===== config.mk =====
export PLATFORM = sky130hd
export DESIGN_NAME = ring_buffer_reader
export DESIGN_NICKNAME = d
export VERILOG_FILES = /design/src/rtl/ring_buffer_reader.sv
export SDC_FILE = /design/constraint.sdc
export NUM_CORES = 1
export LEC_CHECK = 0
export BUFFER_PORTS_ARGS = -buffer_cell sky130_fd_sc_hd__buf_4
export CAP_MARGIN = 10
export CORE_UTILIZATION = 30
export DETAILED_ROUTE_END_ITERATION = 16
export PLACE_DENSITY = 0.52
export SLEW_MARGIN = 20
export SYNTH_ARGS = -nofsm -noshare
export SYNTH_HDL_FRONTEND = slang
export SYNTH_SLANG_ARGS = --single-unit

===== constraint.sdc =====
create_clock -name clk -period 3 [get_ports clk]
set_input_delay 0.75 -clock clk [delete_from_list [all_inputs] [get_ports clk]]
set_output_delay 0.75 -clock clk [all_outputs]
set_load 0.02 [all_outputs]

===== src/rtl/ring_buffer_reader.sv =====
// Read-side controller for a circular sample buffer: tracks occupancy from writer
// advance pulses, fetches words at its own read pointer and hands them downstream.
module ring_buffer_reader #(
    parameter int BufferWidth = 2,
    parameter int DataWidth   = 8
) (
    input  logic                   clk,
    input  logic                   aclr,
    input  logic                   sclr,
    input  logic                   wr_en,
    output logic [BufferWidth-1:0] rd_addr,
    output logic                   rd_ren,
    input  logic [DataWidth-1:0]   mem_rdata,
    output logic [DataWidth-1:0]   out_data,
    output logic                   out_valid,
    input  logic                   out_ready,
    output logic [BufferWidth:0]   count,
    output logic                   empty,
    output logic                   full,
    output logic                   overflow
);

    // state | meaning
    // IDLE  | nothing presented; issue a read as soon as a word is buffered
    // READ  | RAM read in flight; capture mem_rdata at the end of this cycle
    // HOLD  | out_data presented with out_valid until out_ready
    localparam logic [1:0] IDLE = 2'd0;
    localparam logic [1:0] READ = 2'd1;
    localparam logic [1:0] HOLD = 2'd2;

    localparam logic [BufferWidth:0] DEPTH = {1'b1, {BufferWidth{1'b0}}};

    logic [1:0]             state;
    logic [BufferWidth-1:0] rptr;
    logic                   issue;
    logic                   wr_acc;
    logic [BufferWidth:0]   count_nxt;

    assign rd_addr = rptr;
    assign empty   = (count == '0);
    assign full    = (count == DEPTH);
    assign rd_ren  = issue;
    assign wr_acc  = wr_en && !full && !sclr;

    // aclr is folded in so the RAM sees no read strobe while reset is held
    always_comb begin
        issue = 1'b0;
        if (!aclr && !sclr) begin
            case (state)
                IDLE:    issue = !empty;
                HOLD:    issue = out_ready && !empty;
                default: issue = 1'b0;
            endcase
        end
    end

    always_comb begin
        count_nxt = count;
        case ({wr_acc, issue})
            2'b10:   count_nxt = count + 1'b1;
            2'b01:   count_nxt = count - 1'b1;
            default: count_nxt = count;
        endcase
    end

    always_ff @(posedge clk or posedge aclr) begin
        if (aclr) begin
            rptr     <= '0;
            count    <= '0;
            overflow <= 1'b0;
        end else if (sclr) begin
            rptr     <= '0;
            count    <= '0;
            overflow <= 1'b0;
        end else begin
            count <= count_nxt;
            if (issue)
                rptr <= rptr + 1'b1;
            // a write into a full buffer overwrites an unread slot
            if (wr_en && full)
                overflow <= 1'b1;
        end
    end

    always_ff @(posedge clk or posedge aclr) begin
        if (aclr) begin
            state     <= IDLE;
            out_data  <= '0;
            out_valid <= 1'b0;
        end else if (sclr) begin
            state     <= IDLE;
            out_data  <= '0;
            out_valid <= 1'b0;
        end else begin
            case (state)
                IDLE: begin
                    out_valid <= 1'b0;
                    if (issue)
                        state <= READ;
                end
                READ: begin
                    out_data  <= mem_rdata;
                    out_valid <= 1'b1;
                    state     <= HOLD;
                end
                HOLD: begin
                    if (out_ready) begin
                        out_valid <= 1'b0;
                        state     <= issue ? READ : IDLE;
                    end
                end
                default: begin
                    out_valid <= 1'b0;
                    state     <= IDLE;
                end
            endcase
        end
    end

endmodule

Word-level counts from Yosys, hierarchy flattened
Cells that the tools add are included.
{ "word_totals": {"elab_cells": 50, "mem_count": 0, "inputBits": 13, "latchBits": 0, "romBits": 0, "ff_bits": 17, "ram_bits": 0} }
{ "classes": {"eq_ne": 7, "addsub": 3, "n_lt_le_gt_ge": 0, "shifts": 0, "bitwise_logic": 0, "mul": 0, "n_reduce_logical": 16, "div_mod_pow": 0, "mux": 18} }
{ "ops": {"columns": ["cell", "count"], "rows": [
  ["$mux W8", 2],
  ["$mux W2", 5],
  ["$mux W1", 6],
  ["$ne A3 B3 Y1 const B", 2],
  ["$pmux W2 S3", 1],
  ["$pmux W3 S2", 1],
  ["$reduce_bool A2 Y1", 3],
  ["$logic_and A1 B1 Y1", 5],
  ["$eq A2 B1 Y1 const B", 2],
  ["$eq A2 B2 Y1 const B", 2],
  ["$logic_not A1 Y1", 4],
  ["$pmux W1 S2", 2],
  ["$add A3 B1 Y3 const B", 1],
  ["$eq A3 B3 Y1 const B", 1],
  ["$logic_not A3 Y1", 1],
  ["$mux W3", 1],
  ["$reduce_bool A3 Y1", 1],
  ["$sub A3 B1 Y3 const B", 1],
  ["$add A2 B1 Y2 const B", 1],
  ["$logic_not A2 Y1", 1],
  ["$reduce_and A2 Y1", 1]
]} }

Depth between registers and ports, before layout
Gate-level depths: netlist of the first run.
{ "logic_depth": {"depth_word": 9, "mapped_depth": 9, "mapped_depth_nobuf": 9} }

Worst setup path before layout of the first run
No wires, ideal clock.
{ "synth_path": {"path_type": "input to register", "from": "input port aclr", "to": "register count[1]", "n_path_buf": 1, "arrival_ns": 2.611, "slack_ns": 0.266, "required_time_ns": 2.877, "path_stages": 7, "path_cell_list": "or3_1 > clkbuf_1 > nor3_2 > o21a_1 > fa_1 > o21a_1 > o221a_1"} }
{ "synth_between": {"elab_chain_len": 6, "elab_cells_between_ends": 8, "cone_classes": "eq/ne (2); mux (3); reduce/logical (3)"} }
{ "synth_lines": {"columns": ["item", "line_no", "text"], "rows": [
  ["start, declared", "8", "input logic aclr,"],
  ["$logic_not A1 Y1 (no line) *", null, null],
  ["$logic_and A1 B1 Y1 *", "48", "if (!aclr && !sclr) begin"],
  ["$mux W1 *", "48", null],
  ["via rd_ren", "12", "output logic rd_ren,"],
  ["$eq A2 B1 Y1 or $eq A2 B2 Y1 (tied branches)", "59", "case ({wr_acc, issue})"],
  ["$pmux W3 S2", "59", null],
  ["$mux W3", "71", "end else if (sclr) begin"],
  ["end signal, assigned", "76", "count <= count_nxt;"],
  ["end, declared", "17", "output logic [BufferWidth:0] count,"]
]} }
The timed path passes the listed nets; every way through them passes the cells marked *.
A chain may end at the register's enable or synchronous reset.

Worst setup path after layout of the first run
{ "layout_path": {"from": "input port sclr", "to": "output port rd_ren"} }
{ "layout_between": {"elab_chain_len": 3} }
{ "layout_lines": {"columns": ["item", "line_no", "text"], "rows": [
  ["start, declared", "9", "input logic sclr,"],
  ["$logic_not A1 Y1", "48", null],
  ["$logic_and A1 B1 Y1", "48", null],
  ["$mux W1", "48", null],
  ["end, declared", "12", null]
]} }
Every way passes these cells.

==> impl_results.md, run 1 <==
- Status: finished, violations left
- Failing checks: design-rule violations
- Critical path startpoint category: input port
- P per Cell Area: 442.2 nW/um2
- # nets final: 147
- Fillers: 302
- Largest net degree at the start of global routing: 21
- Core area: 2853 um2
- LEAKAGE: 0.5699 nW
- Max Freq: 399.0 MHz
- Sequential share of the synthesized area: 45.52%
- Commonest non-fill, non-tap cell in the layout: buf_4
- Total wire length: 2233 um
- Tcrit/Tclk final: 83.55%
- Root Buffer: clkbuf_4
- Share of layout cells above drive strength 1: 31.06%
- Die height: 57.82 um
- Number of post-CTS setup repair buffers: 0
- Worst-Skew Late Latency: 290 ps
- Post-layout util: 42.06%
- Post-CTS Hold Fix Bufs: 0
- Die X: 57.82 um
- CTS tree: built
- Slowest CP cell: or3_1
- Clk_skew: 0.7838 ps
- Area Growth Syn to Fin: 28.38%
- Residual DRC: 1
- I/O Buffers: 30
- Final setup fails: 0
- Avg Synthesized Cell Area: 9.074 um2
- Commonest non-fill, non-tap cells in the layout: buf_4, nand2_1, dfrtp_1
- Initial antenna violation count: 0
- Most used cell, CP: buf_4
- Area after DPL: 1172 um2
- Fin. Hold Viols: 0
- Worst slack, placed: 267.6 ps
- VDD IR-drop max: 0.0001656 V
- Die area: 3343 um2
- GRT Util Overall: 15.32%
- Yosys Warn Count: 0
- Detailed-route via count: 854
- Synth Register Bits: 17
- Largest stage delay on the critical path: 420 ps
- N_diodes: 0
- Drt wl/cell: 13.70 um
- First-pass GRT wire length: 3953 um
- Gpl congestion: 0.8425
- WS Path Type: in -> out
- Hold Crit Class: reg -> reg
- Row count: 19
- Io pins: 31
- H-tree Lvls: 1
- TNS Setup: 0 ps
- Max cap viols: 0
- Number of global-route vias before repair: 855
- Sinks on Clock Net: 17
- Unique cell type count in the Yosys netlist: 34
- Crit end category: primary output
- RSZ-0062 raised after global routing: no
- Hpwl dp: 1652 um
- TritonCTS buffer count: 3
- Synth Net Count: 117
- Post-DRT Antenna Nets: 0
- DR pass1 iterations: 10
- Total congestion overflow: 0
- Post-Syn Area: 934.6 um2
- Critical path required time: 2250 ps
- CP arrival: 1760 ps
- Initial Util: 32.76%
- Worst Path Max Fanout: 20
- DR vias/cell: 5.239
- Min Clock Period, post-route: 2506 ps
- Max Slew Vio Count: 0
- Reg clk slew, reported paths: 110 ps
- Initial DRC count: 13
- Post-Synthesis Cells: 103
- Clock Path Buffers: 2
- PostCTS Resize Cnt: 0
- Worst slew pin tran: 680.1 ps
- Setup slack after layout: 493.6 ps
- Slew margin rel.: 54.61%
- Design Area, Final: 1200 um2
- Cell chain of the critical path: buf_4 -> or3_1 -> nor3_2 -> buf_4
-- power by group --
| group | internal [W] | leakage [nW] | switching [W] |
|---|---|---|---|
| clock network | 0.0000496 | 0.0177 | 0.0000797 |
| logic | 0.0000617 | 0.318 | 0.0000818 |
| registers | 0.000242 | 0.234 | 0.0000159 |
-- cells in the mapped netlist, drive strengths merged --
cell	instances	area (um2)
nand2	20	75.07
dfrtp	17	425.4
a21oi	11	55.05
inv	6	22.52
clkbuf	5	28.77
nor2	5	18.77
o21ai	4	20.01
a31oi	3	33.78
nand2b	3	18.77
nor2b	3	18.77
nor3	3	31.28
nor4	3	18.77
o21a	3	22.52
or3	3	25.03
nand4	2	12.51
a211oi	1	7.510
a21o	1	7.510
a311o	1	10.01
a311oi	1	8.760
and3	1	6.260
buf	1	5.000
fa	1	20.02
mux2i	1	10.01
nand3	1	5.000
nand3b	1	7.510
o221a	1	11.26
or3b	1	8.760
-- kinds of logic (layout without fill, tap and decap cells) --
group           after synthesis  count (layout)  share of synthesized area, %
simple gates                 46              46                         26.37
compound gates               26              26                         18.87
flops                        17              17                         45.52
buf+inv                      12              41                         6.023
fa+ha+maj                     1               1                         2.142
mux                           1               1                         1.071
-- per-stage QoR --
| stage | hold slack [ps] | total power [W] | instances |
|---|---|---|---|
| 2_1_floorplan | 594.1 | 0.0003520 | 103 |
| 3_3_place_gp | 482.7 | 0.0004046 | 159 |
| 3_5_place_dp | 495.1 | 0.0004066 | 159 |
| 4_1_cts | 511.3 | 0.0005425 | 163 |
| 5_1_grt | 563.9 | 0.0005621 | 163 |
| 6_report | 514.2 | 0.0005306 | 163 |
-- layer usage --
metal | up-vias | share of wire [%] | global-route usage (%)
met5 | - | 0 | 0
met4 | 0 | 0.58 | 6.803
met3 | 2 | 4.2 | 2.232
met2 | 20 | 51 | 25.94
met1 | 415 | 45 | 19.38
li1 | 417 | - | -
-- sequential cells by signal (all words and copies together) (netlist names) --
name / cells
count: 3
out_valid: 1
state: 2
out_data: 8
rd_addr: 2
overflow: 1
-- cell type report --
| type | count | area [um2] | area share, % |
|---|---|---|---|
| Sequential cell | 17 | 425.4 | 35.45 |
| Multi-Input combinational cell | 74 | 452.9 | 37.75 |
| Clock buffer | 3 | 22.52 | 1.877 |
| Inverter | 6 | 22.52 | 1.877 |
| Clock inverter | 1 | 5.005 | 0.4171 |
| Timing Repair Buffer | 31 | 232.7 | 19.40 |
| Tap cell | 31 | 38.79 | 3.233 |
-- path summary, 6_finish.rpt --
path,from,to,slack (ps),cells after the start
worst max-delay path,sclr,rd_ren,490,4
worst min-delay path,rd_addr[1],rd_addr[1],510,1
worst max register to register,count[1],count[2],620,9
worst min register to register,rd_addr[1],rd_addr[1],510,1
max in group asynchronous,aclr,overflow,2000,2
min in group asynchronous,aclr,state[0],570,2
-- worst max-delay path, delay by kind of cell --
kind / cells / cell delay, ps
buffers and inverters: 2 / 380
and+or+nand+nor: 2 / 630
No activity file was read; power rests on OpenSTA's default activity.
==> inputs of run 2 (changes only) <==
- ABC_AREA: not set -> 1
- PLACE_DENSITY: 0.52 -> 0.55
- clock period: 3 -> 2.21 ns (I/O delays scaled with it)
==> impl_results.md, run 2 <==
- Critical path startpoint category: input port
- CTS tree: built
- Critical path depth: 5 (+1)
- Post-Syn Area: 842.1 um2 (-9.9%)
- Post-synth top cells: inv_1, dfrtp_1, nand3_1, nand2_1, o21ai_0
- Worst setup path start: aclr
- Fillers: 278 (-7.9%)
- Synth Net Count: 111 (-5.1%)
- Slowest CP cell: inv_1
- Core area: 2567 um2 (-10%)
- Detailed-route via count: 760 (-11%)
- Total congestion overflow: 0 (unchanged)
- Post-synth EDFFs: 0 (unchanged)
- Mux cell area share after synthesis: 0% (-1.1 points)
- Total wire length: 1880 um (-16%)
- Io pins: 31 (unchanged)
- Worst Path Max Fanout: 7 (-65%)
- RR Endpoint: count[2]
- First-pass GRT wire length: 3036 um (-23%)
- Residual DRC: 0 (-1)
- Worst-Skew Late Latency: 280 ps (about the same)
- Avg Synthesized Cell Area: 8.681 um2 (-4.3%)
- Commonest non-fill, non-tap cells in the layout: buf_4, inv_1, dfrtp_1
- Status: completed
- R2r setup slk: 300 ps (-320 ps)
- Die X: 54.98 um (-4.9%)
- Min Clock Period, post-route: 1975 ps
- Ys async rst share: 100.0% (unchanged)
- Largest family of logic cells by synthesized area: simple AND/OR/NAND/NOR gates
- Number of global-route vias before repair: 715 (-16%)
- Final setup fails: 0 (unchanged)
- Cell chain of the critical path: buf_4 -> inv_1 -> nand3_1 -> nor2_2 -> buf_4
- VDD IR-drop max: 0.0005526 V (+230%)
- Largest net degree at the start of global routing: 17 (-19%)
- Drt wl/cell: 11.68 um (-15%)
- CP arrival: 1420 ps (-340 ps)
- RSZ-0062 raised after global routing: no
- Initial Util: 32.80% (+0.034 points)
- Xor and xnor area share after synthesis: 1.040% (+1.0 points)
- Initial antenna violation count: 0 (unchanged)
- Design Area, Final: 1135 um2 (-5.4%)
- Top-count cell post-synth: inv_1
- Reg clk slew, reported paths: 100 ps (about the same)
- Die height: 54.98 um (-4.9%)
- H-tree Lvls: 1 (unchanged)
- Clock Path Buffers: 2 (unchanged)
- TNS Setup: 0 ps (unchanged)
- Synth Register Bits: 17 (unchanged)
- Yosys Warn Count: 0 (unchanged)
- Post-Synth Simple-Gate Area: 26.45% (+0.077 points)
- Commonest non-fill, non-tap cell in the layout: buf_4
- P per Cell Area: 968.8 nW/um2 (+120%)
- Post-CTS Hold Fix Bufs: 0 (unchanged)
- Worst r2r src: count[2]
- Number of post-CTS setup repair buffers: 0 (unchanged)
- Sinks on Clock Net: 17 (unchanged)
- Row count: 18 (-1)
- Compound-cell area share of the yosys netlist: 9.658% (-9.2 points)
- LEAKAGE: 0.5969 nW (+4.8%)
- Post-layout util: 44.20% (+2.1 points)
- Top cell type's share of synthesized area: 50.52% (+5.0 points)
- Max cap viols: 0 (unchanged)
- Area Growth Syn to Fin: 34.77%
- N_diodes: 0 (unchanged)
- Synth top area cells: dfrtp_1, nand3_1, inv_1
- Die area: 3023 um2 (-9.6%)
- # nets final: 146 (-0.68%)
- Final Power: 0.001099 W (+110%)
- CP Buf/Inv Count: 3 (+1)
- Tcrit/Tclk final: 89.36%
- PostCTS Resize Cnt: 0 (unchanged)
- Crit end category: primary output
- Largest reg by FF count: out_data
- R2r worst-path depth: 9 (unchanged)
- Gpl congestion: 0.8217 (-2.5%)
- Fin. Hold Viols: 0 (unchanged)
- Cell accounting for the most synthesized area: dfrtp_1
- Root Buffer: clkbuf_4
- Most used cell, CP: buf_4
- Max Freq: 506.4 MHz
- Post-DRT Antenna Nets: 0 (unchanged)
- DR pass1 iterations: 4 (-6)
- Largest stage delay on the critical path: 200 ps (-220 ps)
- Largest regs: out_data: 8 flops, count: 3 flops
- Initial DRC count: 6 (-7)
- Unique cell type count in the Yosys netlist: 19 (-44%)
- Cell family with most CP delay: buffers and inverters
- Max reg flops: 8 (unchanged)
- I/O Buffers: 30 (unchanged)
- Predominant post-synthesis flop cell: dfrtp_1
- TritonCTS buffer count: 3 (unchanged)
- Clk_skew: 5.231 ps (+4.447 ps)
- Critical path required time: 1660 ps (-590 ps)
- Sequential share of the synthesized area: 50.52% (+5.0 points)
- Area after DPL: 1107 um2 (-5.5%)
- Hold Crit Class: in -> async
- WS Path Type: in -> out
- Hpwl dp: 1492 um (-9.7%)
- Share of layout cells above drive strength 1: 35.88% (+4.8 points)
- Adder-cell share of the synthesized area: 2.377% (+0.24 points)
- Max Slew Vio Count: 0 (unchanged)
- DR vias/cell: 4.720 (-9.9%)
- Post-Synthesis Cells: 97 (-5.8%)
- CP Capture Point: rd_ren
- GRT Util Overall: 14.58% (-0.74 points)
- Slew margin rel.: 66.12% (+12 points)
- Worst slew pin tran: 507.6 ps (-172.5 ps)
-- run 2: cell type report --
cell class	count	area [um2]	area share [%]
repair buffers	31	232.7	20.51
flip-flops and latches	17	425.4	37.49
clock buffers	3	22.52	1.985
clock inverters	1	5.005	0.4410
inverters	21	78.83	6.946
well taps	30	37.54	3.308
multi-input cells	58	332.8	29.33
-- run 2: how the worst min path moves through the flow --
stage | to | slack [ps] | depth (start not counted)
after floorplan | count[0] | 500 | 1
after global placement | rd_addr[1] | 480 | 1
after detailed placement | rd_addr[1] | 490 | 1
after CTS | out_valid | 190 | 2
after global routing | overflow | 190 | 2
final | state[0] | 190 | 2
-- run 2: logic make-up after synthesis --
| family | Yosys count |
|---|---|
| AO/OA/AOI/OAI | 15 |
| XOR/XNOR | 1 |
| adder cells (fa/ha/maj) | 1 |
| buffers and inverters | 22 |
| flip-flops | 17 |
| AND/OR/NAND/NOR | 41 |
-- run 2: routing by layer --
| layer | part of all wire (%) | track usage (%) | vias up |
|---|---|---|---|
| li1 | - | - | 376 |
| met3 | 5.9 | 2.459 | 2 |
| met1 | 46 | 17.46 | 362 |
| met4 | 0.64 | 5.000 | 0 |
| met5 | 0 | 0 | - |
| met2 | 47 | 26.10 | 20 |
-- run 2: through the flow --
step / setup WS (ps) / instances / hold WS (ps)
2_1_floorplan: 142.8 / 97 / 495.4
3_3_place_gp: 180.5 / 157 / 478.7
3_5_place_dp: 111.6 / 157 / 494.1
4_1_cts: 199.6 / 161 / 192.5
5_1_grt: 136.5 / 161 / 192.3
6_report: 235.3 / 161 / 190.2
-- run 2: report_power, final --
part	internal (W)	leakage [nW]	switching [W]	total [W]
clock network	0.0000671	0.0177	0.0000984	0.000165
registers	0.000371	0.232	0.0000620	0.000433
logic	0.000200	0.347	0.000301	0.000501
total	0.000638	0.597	0.000461	0.00110
